File: src/rtl/myocontrol_spi_master.sv
// SPI master: frames of num_words words to one of NUM_SS slaves, all four SPI modes,
// programmable SCK divider, ready/valid transmit side and strobed receive side.
module myocontrol_spi_master #(
  parameter int NUM_SS     = 8,
  parameter int DATA_WIDTH = 16,
  parameter int SEL_W      = 3
) (
  input  logic                  clk,
  input  logic                  reset_n,
  input  logic                  start,
  input  logic [SEL_W-1:0]      slave_sel,
  input  logic [7:0]            num_words,
  input  logic                  cpol,
  input  logic                  cpha,
  input  logic [7:0]            div,
  input  logic [DATA_WIDTH-1:0] tx_data,
  input  logic                  tx_valid,
  output logic                  tx_ready,
  output logic [DATA_WIDTH-1:0] rx_data,
  output logic                  rx_valid,
  output logic                  busy,
  output logic                  done,
  output logic                  err,
  output logic                  sck,
  output logic                  mosi,
  input  logic                  miso,
  output logic [NUM_SS-1:0]     ss_n
);

  localparam int EW = $clog2(2 * DATA_WIDTH);
  localparam logic [EW-1:0]    LastEdge = EW'(2 * DATA_WIDTH - 1);
  localparam logic [SEL_W:0]   NumSs    = (SEL_W + 1)'(NUM_SS);

  typedef enum logic [2:0] {StIdle, StLoad, StAssert, StShift, StHold} state_e;

  state_e                state_q;
  logic [SEL_W-1:0]      sel_q;
  logic [7:0]            words_q;
  logic                  cpol_q;
  logic                  cpha_q;
  logic [7:0]            div_q;
  logic [7:0]            cnt_q;
  logic [EW-1:0]         edge_q;
  logic [DATA_WIDTH-1:0] tx_sh_q;
  logic [DATA_WIDTH-1:0] rx_sh_q;
  logic                  first_q;

  logic bad_req;
  logic tick;
  logic sample_edge;

  assign bad_req     = (num_words == 8'd0) || ({1'b0, slave_sel} >= NumSs);
  assign tick        = (cnt_q == div_q);
  // Even edges are leading; cpha=0 samples on leading, cpha=1 on trailing.
  assign sample_edge = ~edge_q[0] ^ cpha_q;

  always_ff @(posedge clk or negedge reset_n) begin
    if (!reset_n) begin
      state_q  <= StIdle;
      sel_q    <= '0;
      words_q  <= '0;
      cpol_q   <= 1'b0;
      cpha_q   <= 1'b0;
      div_q    <= '0;
      cnt_q    <= '0;
      edge_q   <= '0;
      tx_sh_q  <= '0;
      rx_sh_q  <= '0;
      first_q  <= 1'b0;
      tx_ready <= 1'b0;
      rx_data  <= '0;
      rx_valid <= 1'b0;
      busy     <= 1'b0;
      done     <= 1'b0;
      err      <= 1'b0;
      sck      <= 1'b0;
      mosi     <= 1'b0;
      ss_n     <= '1;
    end else begin
      rx_valid <= 1'b0;
      done     <= 1'b0;
      err      <= 1'b0;
      unique case (state_q)
        StIdle: begin
          if (start) begin
            if (bad_req) begin
              err <= 1'b1;
            end else begin
              sel_q    <= slave_sel;
              words_q  <= num_words;
              cpol_q   <= cpol;
              cpha_q   <= cpha;
              div_q    <= div;
              sck      <= cpol;
              busy     <= 1'b1;
              tx_ready <= 1'b1;
              first_q  <= 1'b1;
              state_q  <= StLoad;
            end
          end
        end
        StLoad: begin
          if (tx_valid && tx_ready) begin
            tx_ready <= 1'b0;
            tx_sh_q  <= tx_data;
            mosi     <= tx_data[DATA_WIDTH-1];
            cnt_q    <= '0;
            edge_q   <= '0;
            first_q  <= 1'b0;
            if (first_q) begin
              ss_n    <= ~(NUM_SS'(1) << sel_q);
              state_q <= StAssert;
            end else begin
              state_q <= StShift;
            end
          end
        end
        StAssert: begin
          if (tick) begin
            cnt_q   <= '0;
            state_q <= StShift;
          end else begin
            cnt_q <= cnt_q + 8'd1;
          end
        end
        StShift: begin
          if (!tick) begin
            cnt_q <= cnt_q + 8'd1;
          end else begin
            cnt_q  <= '0;
            sck    <= ~sck;
            edge_q <= edge_q + 1'b1;
            if (sample_edge) begin
              rx_sh_q <= {rx_sh_q[DATA_WIDTH-2:0], miso};
            end else if (edge_q != '0 && edge_q != LastEdge) begin
              // MSB is already on mosi from the load, so the first shift edge is skipped.
              tx_sh_q <= tx_sh_q << 1;
              mosi    <= tx_sh_q[DATA_WIDTH-2];
            end
            if (edge_q == LastEdge) begin
              rx_data  <= cpha_q ? {rx_sh_q[DATA_WIDTH-2:0], miso} : rx_sh_q;
              rx_valid <= 1'b1;
              words_q  <= words_q - 8'd1;
              if (words_q == 8'd1) begin
                state_q <= StHold;
              end else begin
                tx_ready <= 1'b1;
                state_q  <= StLoad;
              end
            end
          end
        end
        StHold: begin
          sck <= cpol_q;
          if (tick) begin
            ss_n    <= '1;
            done    <= 1'b1;
            busy    <= 1'b0;
            state_q <= StIdle;
          end else begin
            cnt_q <= cnt_q + 8'd1;
          end
        end
        default: state_q <= StIdle;
      endcase
    end
  end

endmodule

File: config.mk
export PLATFORM = sky130hd
export DESIGN_NAME = myocontrol_spi_master
export DESIGN_NICKNAME = d
export VERILOG_FILES = /design/src/rtl/myocontrol_spi_master.sv
export SDC_FILE = /design/constraint.sdc
export NUM_CORES = 1
export LEC_CHECK = 0
export ABC_CLOCK_PERIOD_IN_PS = 2100
export BUFFER_PORTS_ARGS = -buffer_cell sky130_fd_sc_hd__buf_2
export CELL_PAD_IN_SITES_DETAIL_PLACEMENT = 1
export CELL_PAD_IN_SITES_GLOBAL_PLACEMENT = 2
export CORE_MARGIN = 4
export CORE_UTILIZATION = 30
export DETAILED_ROUTE_END_ITERATION = 6
export GPL_ROUTABILITY_DRIVEN = 0
export GPL_TIMING_DRIVEN = 0
export PLACE_DENSITY_LB_ADDON = 0.2
export SLEW_MARGIN = 10
export SYNTH_ARGS = -nofsm -noshare
export SYNTH_HDL_FRONTEND = slang
export SYNTH_SLANG_ARGS = --single-unit
File: constraint.sdc
create_clock -name clk -period 2.1 [get_ports clk]
set_input_delay 0.21 -clock clk [delete_from_list [all_inputs] [get_ports clk]]
set_output_delay 0.21 -clock clk [all_outputs]
set_load 0.02 [all_outputs]
==> impl_metrics.env, run 1 <==
export IMPL_r2r_cells=8
export IMPL_setup_viol=0
export IMPL_place_area_um2=5670
export IMPL_synth_seq_cells=100
export IMPL_die_w_um=137
export IMPL_syn_num_nets=508
export IMPL_firstDrtPassIters=4
export IMPL_start_util_pct=31.0
export IMPL_hpwl_um=9840
export IMPL_gr_total_overflow=0
export IMPL_min_period_ns=2.01
export IMPL_worst_pin_slew_ns=0.993
export IMPL_pwr_share_clk_pct=43.9
export IMPL_syn_area_um2=5000
export IMPL_drc_errors=0
export IMPL_drive_gt1_share_pct=37.5
export IMPL_status="complete, no violations"
export IMPL_area_growth_pct=23.2
export IMPL_cts_clk_slew_worst_paths_ns=0.07
export IMPL_cp_start_kind="flip-flop"
export IMPL_fill_cells=1816
export IMPL_synth_cells=460
export IMPL_period_share_pct=95.9
export IMPL_rows=46
export IMPL_n_antenna_cell=0
export IMPL_required_ns=2.34
export IMPL_critPathArrivalTime_ns=2.25
export IMPL_fin_skew_ns=0.00722
export IMPL_io_buffer_count=72
export IMPL_finalInstanceArea_um2=6160
export IMPL_crit_path_max_fanout=5
export IMPL_die_y_um=137
export IMPL_grt_pass1_vias=4170
export IMPL_vias=3867
export IMPL_clockBufferDepth=2
export IMPL_cts_tree="done"
export IMPL_holdPathStages=3
export IMPL_htree_levels=3
export IMPL_root_buffer="clkbuf_16"
export IMPL_final_common_cell="dfrtp_1"
export IMPL_viasPerCell=5.00
export IMPL_worstSkewPairLatency_ns=0.35
export IMPL_ys_seq_area_share_pct=50.2
export IMPL_wl_per_cell_um=17.8
export IMPL_multi_input_comb_area_um2=2400
export IMPL_die_area_um2=18800
export IMPL_utilization_pct=38.3
export IMPL_synth_top_flop_cell="dfrtp_1"
export IMPL_critical_path_class="reg -> reg"
export IMPL_power_frac_seq_pct=52.5
export IMPL_p_sw_share_pct=23.9
export IMPL_drtIter0Drc=133
export IMPL_avgSynthCellArea_um2=10.9
export IMPL_core_um2=16100
export IMPL_hold_viol_final=0
export IMPL_min_path_type="in -> reg"
export IMPL_ant_nets=0
export IMPL_internal_power_w=0.00283
export IMPL_grt_pass1_wl_um=22300
export IMPL_async_flop_share_pct=100
export IMPL_nNetsFinal=600
export IMPL_synth_distinct_cells=60
export IMPL_clock_sinks=100
export IMPL_synth_edf_count=0
export IMPL_final_max_slew_viol_count=0
export IMPL_maxCapViolations=0
export IMPL_endpoint_kind="flip-flop"
export IMPL_cts_buffers=9
export IMPL_p_leak_nw=2.73
export IMPL_yosys_warnings=0
export IMPL_powerDensity_nw_per_um2=602
export IMPL_slew_headroom_pct=33.2
export IMPL_final_cell_mix="dfrtp_1 (91), nand2_1 (79), buf_2 (74)"
export IMPL_pwr_share_comb_pct=3.6
export IMPL_antenna_found_initial=0
export IMPL_register_area_um2=2510
export IMPL_grt_usage_pct=15.3
export IMPL_switching_power_w=0.000885
export IMPL_io_pins=73
export IMPL_ir_drop_mv=0.355
export IMPL_grt_max_degree=64
export IMPL_totalWireLength_um=13700
export IMPL_fmax_mhz=496
-- area by class of cell --
cell class / count / area share [%]
clock inverters: 7 / 0.934
flip-flops and latches: 100 / 40.8
well taps: 216 / 4.38
repair buffers: 83 / 8.20
clock buffers: 9 / 3.65
multi-input cells: 329 / 38.9
inverters: 8 / 0.487
plain buffers: 21 / 2.62
-- worst paths after layout --
| path | from | to | slack [ns] |
|---|---|---|---|
| max | edge_q[1]$_DFFE_PN0P_ | tx_sh_q[10]$_DFFE_PN0P_ | 0.09 |
| min | div[6] | div_q[6]$_DFFE_PN0P_ | 0.04 |
| max reg2reg | edge_q[1]$_DFFE_PN0P_ | tx_sh_q[10]$_DFFE_PN0P_ | 0.09 |
| min reg2reg | rx_data[1]$_DFFE_PN0P_ | rx_data[1]$_DFFE_PN0P_ | 0.48 |
| max in group asynchronous | reset_n | ss_n[4]$_DFFE_PN1P_ | 1.09 |
| min in group asynchronous | reset_n | words_q[4]$_DFFE_PN0P_ | 0.33 |
-- critical path, stage by stage, from the launching register on --
cell       delay (ns)
dfrtp_1          0.43
inv_1            0.08
ha_1             0.15
nor4b_1          0.46
a211oi_4         0.07
nand4_1          0.14
nand2_2          0.12
clkbuf_16        0.19
mux2_2           0.26
-- power groups by stage --
stage / Combinational, W / Sequential [W] / Clock [W]
after floorplan: 0.0000341 / 0.00198 / 0
after global placement: 0.000126 / 0.00198 / 0
after detailed placement: 0.000137 / 0.00199 / 0
after CTS: 0.000139 / 0.00195 / 0.00169
after global routing: 0.000152 / 0.00195 / 0.00178
final: 0.000133 / 0.00195 / 0.00163
-- metrics by stage --
| stage | power, W | cells | setup slack [ns] | hold WS, ns | TNS [ns] |
|---|---|---|---|---|---|
| after detailed placement | 0.00212 | 749 | -0.364 | 0.141 | -15.65 |
| after floorplan | 0.00202 | 460 | 0.108 | -0.0856 | 0 |
| after CTS | 0.00378 | 772 | 0.0349 | 0.0321 | 0 |
| final | 0.00371 | 773 | 0.0854 | 0.0433 | 0 |
| after global placement | 0.00211 | 748 | -0.419 | 0.401 | -51.38 |
| after global routing | 0.00388 | 773 | -0.0193 | 0.0453 | -0.0504 |
-- sequential cells by signal (all words and copies together) (netlist names) --
| signal | count |
|---|---|
| state_q | 3 |
| ss_n | 8 |
| first_q | 1 |
| rx_valid | 1 |
| err | 1 |
| cpha_q | 1 |
| rx_sh_q | 16 |
| edge_q | 5 |
| words_q | 8 |
| rx_data | 16 |
| sel_q | 3 |
| tx_sh_q | 15 |
| cpol_q | 1 |
| done | 1 |
| mosi | 1 |
| sck | 1 |
| tx_ready | 1 |
| div_q | 8 |
| busy | 1 |
| cnt_q | 8 |
-- routing by layer --
metal / part of all wire [%] / wire length, um / GRT usage [%] / up-vias
met5: 0 / 0 / 0 / -
met4: 1.3 / 173 / 4.49 / 0
met3: 3.0 / 417 / 2.50 / 13
met2: 49 / 6750 / 25.9 / 63
met1: 47 / 6390 / 20.0 / 1944
li1: - / - / - / 1847
-- cell usage after synthesis, drive strengths merged, types with 3 or more instances --
library cell / count / area, um2
a211oi: 5 / 37.5
a21oi: 12 / 75.1
a22o: 3 / 26.3
a31oi: 6 / 37.5
a32o: 3 / 30.0
and3: 5 / 31.3
buf: 14 / 114
clkbuf: 9 / 38.8
dfrtp: 92 / 2300
dfstp: 8 / 210
ha: 6 / 75.1
inv: 8 / 30.0
mux2: 56 / 631
mux2i: 18 / 180
nand2: 81 / 309
nand3: 11 / 55.1
nand3b: 3 / 22.5
nand4: 9 / 62.6
nor2: 15 / 63.8
nor3: 11 / 55.1
nor4: 5 / 31.3
nor4b: 3 / 41.3
o21ai: 29 / 145
o22ai: 4 / 25.0
o311ai: 5 / 43.8
or2: 4 / 25.0
xnor2: 10 / 95.1
-- cells by family (layout without fill, tap and decap cells) --
group           count (synthesis)  count (layout)  share of synthesized area (%)
simple gates                  160             160                           16.0
flops                         100             100                           50.2
compound gates                 79              79                           10.6
mux                            74              74                           16.2
buf+inv                        31             128                           3.65
xor+xnor                       10              10                           1.90
fa+ha+maj                       6               6                           1.50
-- repair_timing --
item / CTS / global route
cloned: 0 / 1
hold buffers: 1 / 0
hold endpoints to repair: 37 / 0
pin swaps: 3 / 8
setup buffers: 6 / 2
setup endpoints to repair: 72 / 67
resized for setup: 11 / 18
Power figures use the tool's default switching activity.
==> run 2: changes to the inputs <==
Settings changed: ABC_CLOCK_PERIOD_IN_PS 2100 to default, CTS_BUF_LIST from default to sky130_fd_sc_hd__clkbuf_8, SLEW_MARGIN 10 to default.
==> impl_metrics.env, run 2 (synthesis gave the netlist of run 1 again) <==
export IMPL_internal_power_w=0.00245
export IMPL_antenna_found_initial=0
export IMPL_p_leak_nw=2.69
export IMPL_switching_power_w=0.000831
export IMPL_drive_gt1_share_pct=37.4
export IMPL_cts_clk_slew_worst_paths_ns=0.11
export IMPL_p_sw_share_pct=25.3
export IMPL_htree_levels=3
export IMPL_endpoint_kind="flip-flop"
export IMPL_ant_nets=0
export IMPL_fill_cells=1834
export IMPL_vias=3874
export IMPL_final_max_slew_viol_count=0
export IMPL_final_cell_mix="dfrtp_1 (91), nand2_1 (79), buf_2 (74)"
export IMPL_grt_pass1_vias=4175
export IMPL_totalWireLength_um=13700
export IMPL_grt_pass1_wl_um=22200
export IMPL_worst_pin_slew_ns=0.880
export IMPL_cp_startpoint="edge_q[1]$_DFFE_PN0P_"
export IMPL_drtIter0Drc=122
export IMPL_period_share_pct=96.3
export IMPL_place_ws_ns=-0.364
export IMPL_min_period_ns=2.02
export IMPL_min_to="div_q[1]$_DFFE_PN0P_"
export IMPL_powerDensity_nw_per_um2=540
export IMPL_timing_reg2reg_setup_slack_ns=0.08
export IMPL_n_antenna_cell=0
export IMPL_gr_total_overflow=0
export IMPL_setup_viol=0
export IMPL_r2r_start="edge_q[1]$_DFFE_PN0P_"
export IMPL_grt_max_degree=64
export IMPL_maxCapViolations=0
export IMPL_required_ns=2.36
export IMPL_cts_buffers=9
export IMPL_cts_tree="done"
export IMPL_setup_slack_ns=0.0780
export IMPL_viasPerCell=4.99
export IMPL_cp_start_kind="flip-flop"
export IMPL_fmax_mhz=495
export IMPL_r2r_end="tx_sh_q[10]$_DFFE_PN0P_"
export IMPL_critPathArrivalTime_ns=2.28
export IMPL_drc_errors=0
export IMPL_start_util_pct=31.0
export IMPL_status="complete, no violations"
export IMPL_holdPathStages=3
export IMPL_power_frac_seq_pct=59.3
export IMPL_critical_path_class="reg -> reg"
export IMPL_slew_headroom_pct=40.8
export IMPL_clock_sinks=100
export IMPL_power_w=0.00328
export IMPL_clockBufferDepth=2
export IMPL_r2r_cells=8
export IMPL_rows=46
export IMPL_worstSkewPairLatency_ns=0.38
export IMPL_area_growth_pct=21.7
export IMPL_hpwl_um=9840
export IMPL_root_buffer="clkbuf_8"
export IMPL_hold_viol_final=0
export IMPL_top_regs="rx_data x16, rx_sh_q x16, tx_sh_q x15"
export IMPL_die_w_um=137
export IMPL_crit_path_max_fanout=5
export IMPL_nNetsFinal=604
export IMPL_grt_usage_pct=15.1
export IMPL_finalSetupTns_ns=0
export IMPL_firstDrtPassIters=5
export IMPL_die_area_um2=18800
export IMPL_min_path_type="in -> reg"
export IMPL_ir_drop_mv=0.251
export IMPL_core_um2=16100
export IMPL_wl_per_cell_um=17.6
export IMPL_io_pins=73
export IMPL_min_from="div[1]"
export IMPL_pwr_share_comb_pct=4.1
export IMPL_io_buffer_count=72
export IMPL_final_common_cell="dfrtp_1"
export IMPL_pwr_share_clk_pct=36.6
export IMPL_die_y_um=137
export IMPL_fin_skew_ns=0.0113
==> run 2: cell count changes in the layout (fill, tap and decap cells not counted), sizes merged <==
cell | previous run | this run
dlygate4sd3 | 1 | 3
buf | 95 | 97
==> run 2: power by group through the flow <==
stage	clock network [W]	logic, W	registers [W]
6_report	0.00120	0.000135	0.00195
5_1_grt	0.00135	0.000154	0.00195
4_1_cts	0.00126	0.000141	0.00195
3_5_place_dp	0	0.000136	0.00199
3_3_place_gp	0	0.000126	0.00198
2_1_floorplan	0	0.0000341	0.00198
==> run 2: worst max path at each step <==
stage | to | slack (ns) | depth (start not counted)
6_report | tx_sh_q[10]$_DFFE_PN0P_ | 0.08 | 8
3_3_place_gp | tx_sh_q[7]$_DFFE_PN0P_ | -0.42 | 1
3_5_place_dp | rx_data[8]$_DFFE_PN0P_ | -0.36 | 7
5_1_grt | rx_data[5]$_DFFE_PN0P_ | -0.004 | 8
2_1_floorplan | tx_sh_q[10]$_DFFE_PN0P_ | 0.11 | 7
4_1_cts | words_q[0]$_DFFE_PN0P_ | 0.02 | 8
==> run 2: critical path, stage by stage (launching register included) <==
cell and delay, ns:
dfrtp_1 0.44, inv_1 0.08, ha_1 0.14, nor4b_1 0.47
a211oi_4 0.07, nand4_1 0.14, nand2_2 0.12, clkbuf_16 0.19
mux2_2 0.26
==> run 2: what timing repair did <==
item                                   4_1_cts  5_1_grt
setup endpoints to repair                   73       62
setup buffers                                6        4
hold buffers                                 3        0
resized for setup                           11       14
cloned                                       0        1
pin swaps                                    3        7
endpoints found under the hold margin       39        0
==> run 2: through the flow <==
step                      instance area [um2]  hold slack [ns]  cells  utilization (%)
after global placement                   5630            0.401    748             35.0
after floorplan                          5000          -0.0856    460                -
final                                    6090           0.0239    777             37.8
after CTS                                5980          0.00206    774             37.1
after detailed placement                 5660            0.222    749             35.1
after global routing                     6090           0.0115    777             37.8
==> run 2: layout make-up <==
| type | count | area [um2] | area share, % |
|---|---|---|---|
| repair buffers | 87 | 549 | 9.03 |
| clock buffers | 9 | 124 | 2.04 |
| flip-flops and latches | 100 | 2510 | 41.3 |
| multi-input cells | 329 | 2380 | 39.2 |
| well taps | 216 | 270 | 4.44 |
| clock inverters | 7 | 57.6 | 0.946 |
| plain buffers | 21 | 158 | 2.59 |
| inverters | 8 | 30.0 | 0.493 |
==> run 2: layer usage <==
layer | vias to the layer above | track usage (%) | part of all wire (%)
met1 | 1951 | 19.9 | 46
li1 | 1845 | - | -
met4 | 0 | 3.82 | 0.89
met5 | - | 0 | 0
met2 | 70 | 25.8 | 50
met3 | 8 | 2.50 | 3.5
==> run 3: changes to the inputs <==
Settings changed: PLACE_DENSITY from default to 0.71, PLACE_DENSITY_LB_ADDON 0.2 to default.
Clock period 2.1 ns to 2.2 ns, I/O delays scaled along.
==> impl_metrics.env, run 3 (synthesis gave the netlist of run 1 again) <==
export IMPL_final_cell_mix="dfrtp_1 (91), nand2_1 (79), buf_2 (75)"
export IMPL_timing_reg2reg_setup_slack_ns=0.11
export IMPL_power_frac_seq_pct=57.1
export IMPL_status="complete, no violations"
export IMPL_die_w_um=137
export IMPL_core_um2=16100
export IMPL_grt_pass1_vias=4300
export IMPL_worst_pin_slew_ns=0.813
export IMPL_pwr_share_clk_pct=38.9
export IMPL_setup_viol=0
export IMPL_clockBufferDepth=2
export IMPL_grt_max_degree=64
export IMPL_crit_path_max_fanout=10
export IMPL_pwr_share_comb_pct=4.0
export IMPL_drive_gt1_share_pct=35.0
export IMPL_gr_total_overflow=0
export IMPL_power_w=0.00326
export IMPL_critPathArrivalTime_ns=2.36
export IMPL_r2r_end="rx_sh_q[11]$_DFFE_PN0P_"
export IMPL_grt_usage_pct=14.9
export IMPL_viasPerCell=4.97
export IMPL_nNetsFinal=600
export IMPL_critical_path_class="reg -> reg"
export IMPL_area_growth_pct=19.6
export IMPL_place_ws_ns=-0.194
export IMPL_antenna_found_initial=0
export IMPL_p_leak_nw=2.65
export IMPL_switching_power_w=0.000772
export IMPL_hold_ws_ns=0.0316
export IMPL_critPathCapture="rx_sh_q[11]$_DFFE_PN0P_"
export IMPL_cp_start_kind="flip-flop"
export IMPL_final_common_cell="dfrtp_1"
export IMPL_cts_tree="done"
export IMPL_hpwl_um=9610
export IMPL_root_buffer="clkbuf_8"
export IMPL_cts_clk_slew_worst_paths_ns=0.10
export IMPL_endpoint_kind="flip-flop"
export IMPL_fmax_mhz=479
export IMPL_drc_errors=0
export IMPL_p_sw_share_pct=23.7
export IMPL_ant_nets=0
export IMPL_worstSkewPairLatency_ns=0.38
export IMPL_powerDensity_nw_per_um2=544
export IMPL_cp_startpoint="cnt_q[4]$_DFFE_PN0P_"
export IMPL_start_util_pct=31.0
export IMPL_hold_viol_final=0
export IMPL_r2r_cells=8
export IMPL_rows=46
export IMPL_firstDrtPassIters=4
export IMPL_n_antenna_cell=0
export IMPL_required_ns=2.47
export IMPL_vias=3840
export IMPL_io_buffer_count=72
export IMPL_ir_drop_mv=0.343
export IMPL_min_path_type="in -> reg"
export IMPL_clock_sinks=100
export IMPL_fin_skew_ns=0.0106
export IMPL_htree_levels=3
export IMPL_setup_slack_ns=0.114
export IMPL_totalWireLength_um=13200
export IMPL_r2r_start="cnt_q[4]$_DFFE_PN0P_"
export IMPL_slew_headroom_pct=45.3
export IMPL_internal_power_w=0.00248
export IMPL_drtIter0Drc=111
export IMPL_utilization_pct=37.1
export IMPL_wl_per_cell_um=17.1
export IMPL_finalInstanceArea_um2=5980
export IMPL_rsz0062_at_grt="no"
export IMPL_period_share_pct=94.8
export IMPL_place_area_um2=5660
export IMPL_top_regs="rx_data x16, rx_sh_q x16, tx_sh_q x15"
export IMPL_io_pins=73
export IMPL_die_area_um2=18800
export IMPL_grt_pass1_wl_um=21800
export IMPL_final_max_slew_viol_count=0
export IMPL_maxCapViolations=0
export IMPL_die_y_um=137
export IMPL_min_period_ns=2.09
export IMPL_cts_buffers=9
[run 3: timing repair]
action / in CTS / in global routing
gates resized for setup: 5 / 5
hold buffers: 4 / 0
endpoints found under the hold margin: 40 / 0
buffers inserted: 3 / 1
cloned: 0 / 0
pin swaps: 2 / 3
endpoints found under the setup margin: 57 / 52
[run 3: metrics by stage]
step / TNS [ns] / cells
floorplan: 0 / 460
global placement: -29.63 / 748
detailed placement: -6.71 / 749
CTS: 0 / 772
global route: 0 / 773
finish: 0 / 773
[run 3: how the worst min path moves through the flow]
stage	startpoint	endpoint	slack, ns	depth (start not counted)
2_1_floorplan	reset_n	busy$_DFFE_PN0P_	-0.08	0
3_3_place_gp	div[1]	div_q[1]$_DFFE_PN0P_	0.41	3
3_5_place_dp	reset_n	rx_valid$_DFF_PN0_	0.24	1
4_1_cts	div[1]	div_q[1]$_DFFE_PN0P_	0.004	3
5_1_grt	div[6]	div_q[6]$_DFFE_PN0P_	0.03	3
6_report	div[1]	div_q[1]$_DFFE_PN0P_	0.03	3
[run 3: power groups by stage]
stage	logic [W]	registers, W	clock network (W)
after floorplan	0.0000325	0.00189	0
after global placement	0.000118	0.00189	0
after detailed placement	0.000128	0.00190	0
after CTS	0.000134	0.00186	0.00134
after global routing	0.000148	0.00186	0.00141
final	0.000129	0.00186	0.00127
[run 3: layout make-up]
type	count	area, um2
multi-input combinational	329	2340
inverter	8	30.0
clock buffer	10	138
tap	216	270
clock inverter	6	70.1
fill	1831	10100
buffer	23	154
timing repair buffer	81	460
sequential	100	2510
[run 3: critical path, cell delays in order (launching register included)]
cell     delay [ns]
dfrtp_1        0.38
buf_6          0.13
xnor2_1        0.18
nand4_1        0.24
nor2_4         0.22
and3_1         0.19
buf_6          0.13
buf_6          0.15
mux2_2         0.34
[run 3: routing by layer]
metal	routed length [um]	track usage (%)
met5	0	0
met3	394	2.61
met1	5910	18.5
met4	201	5.82
met2	6720	25.7
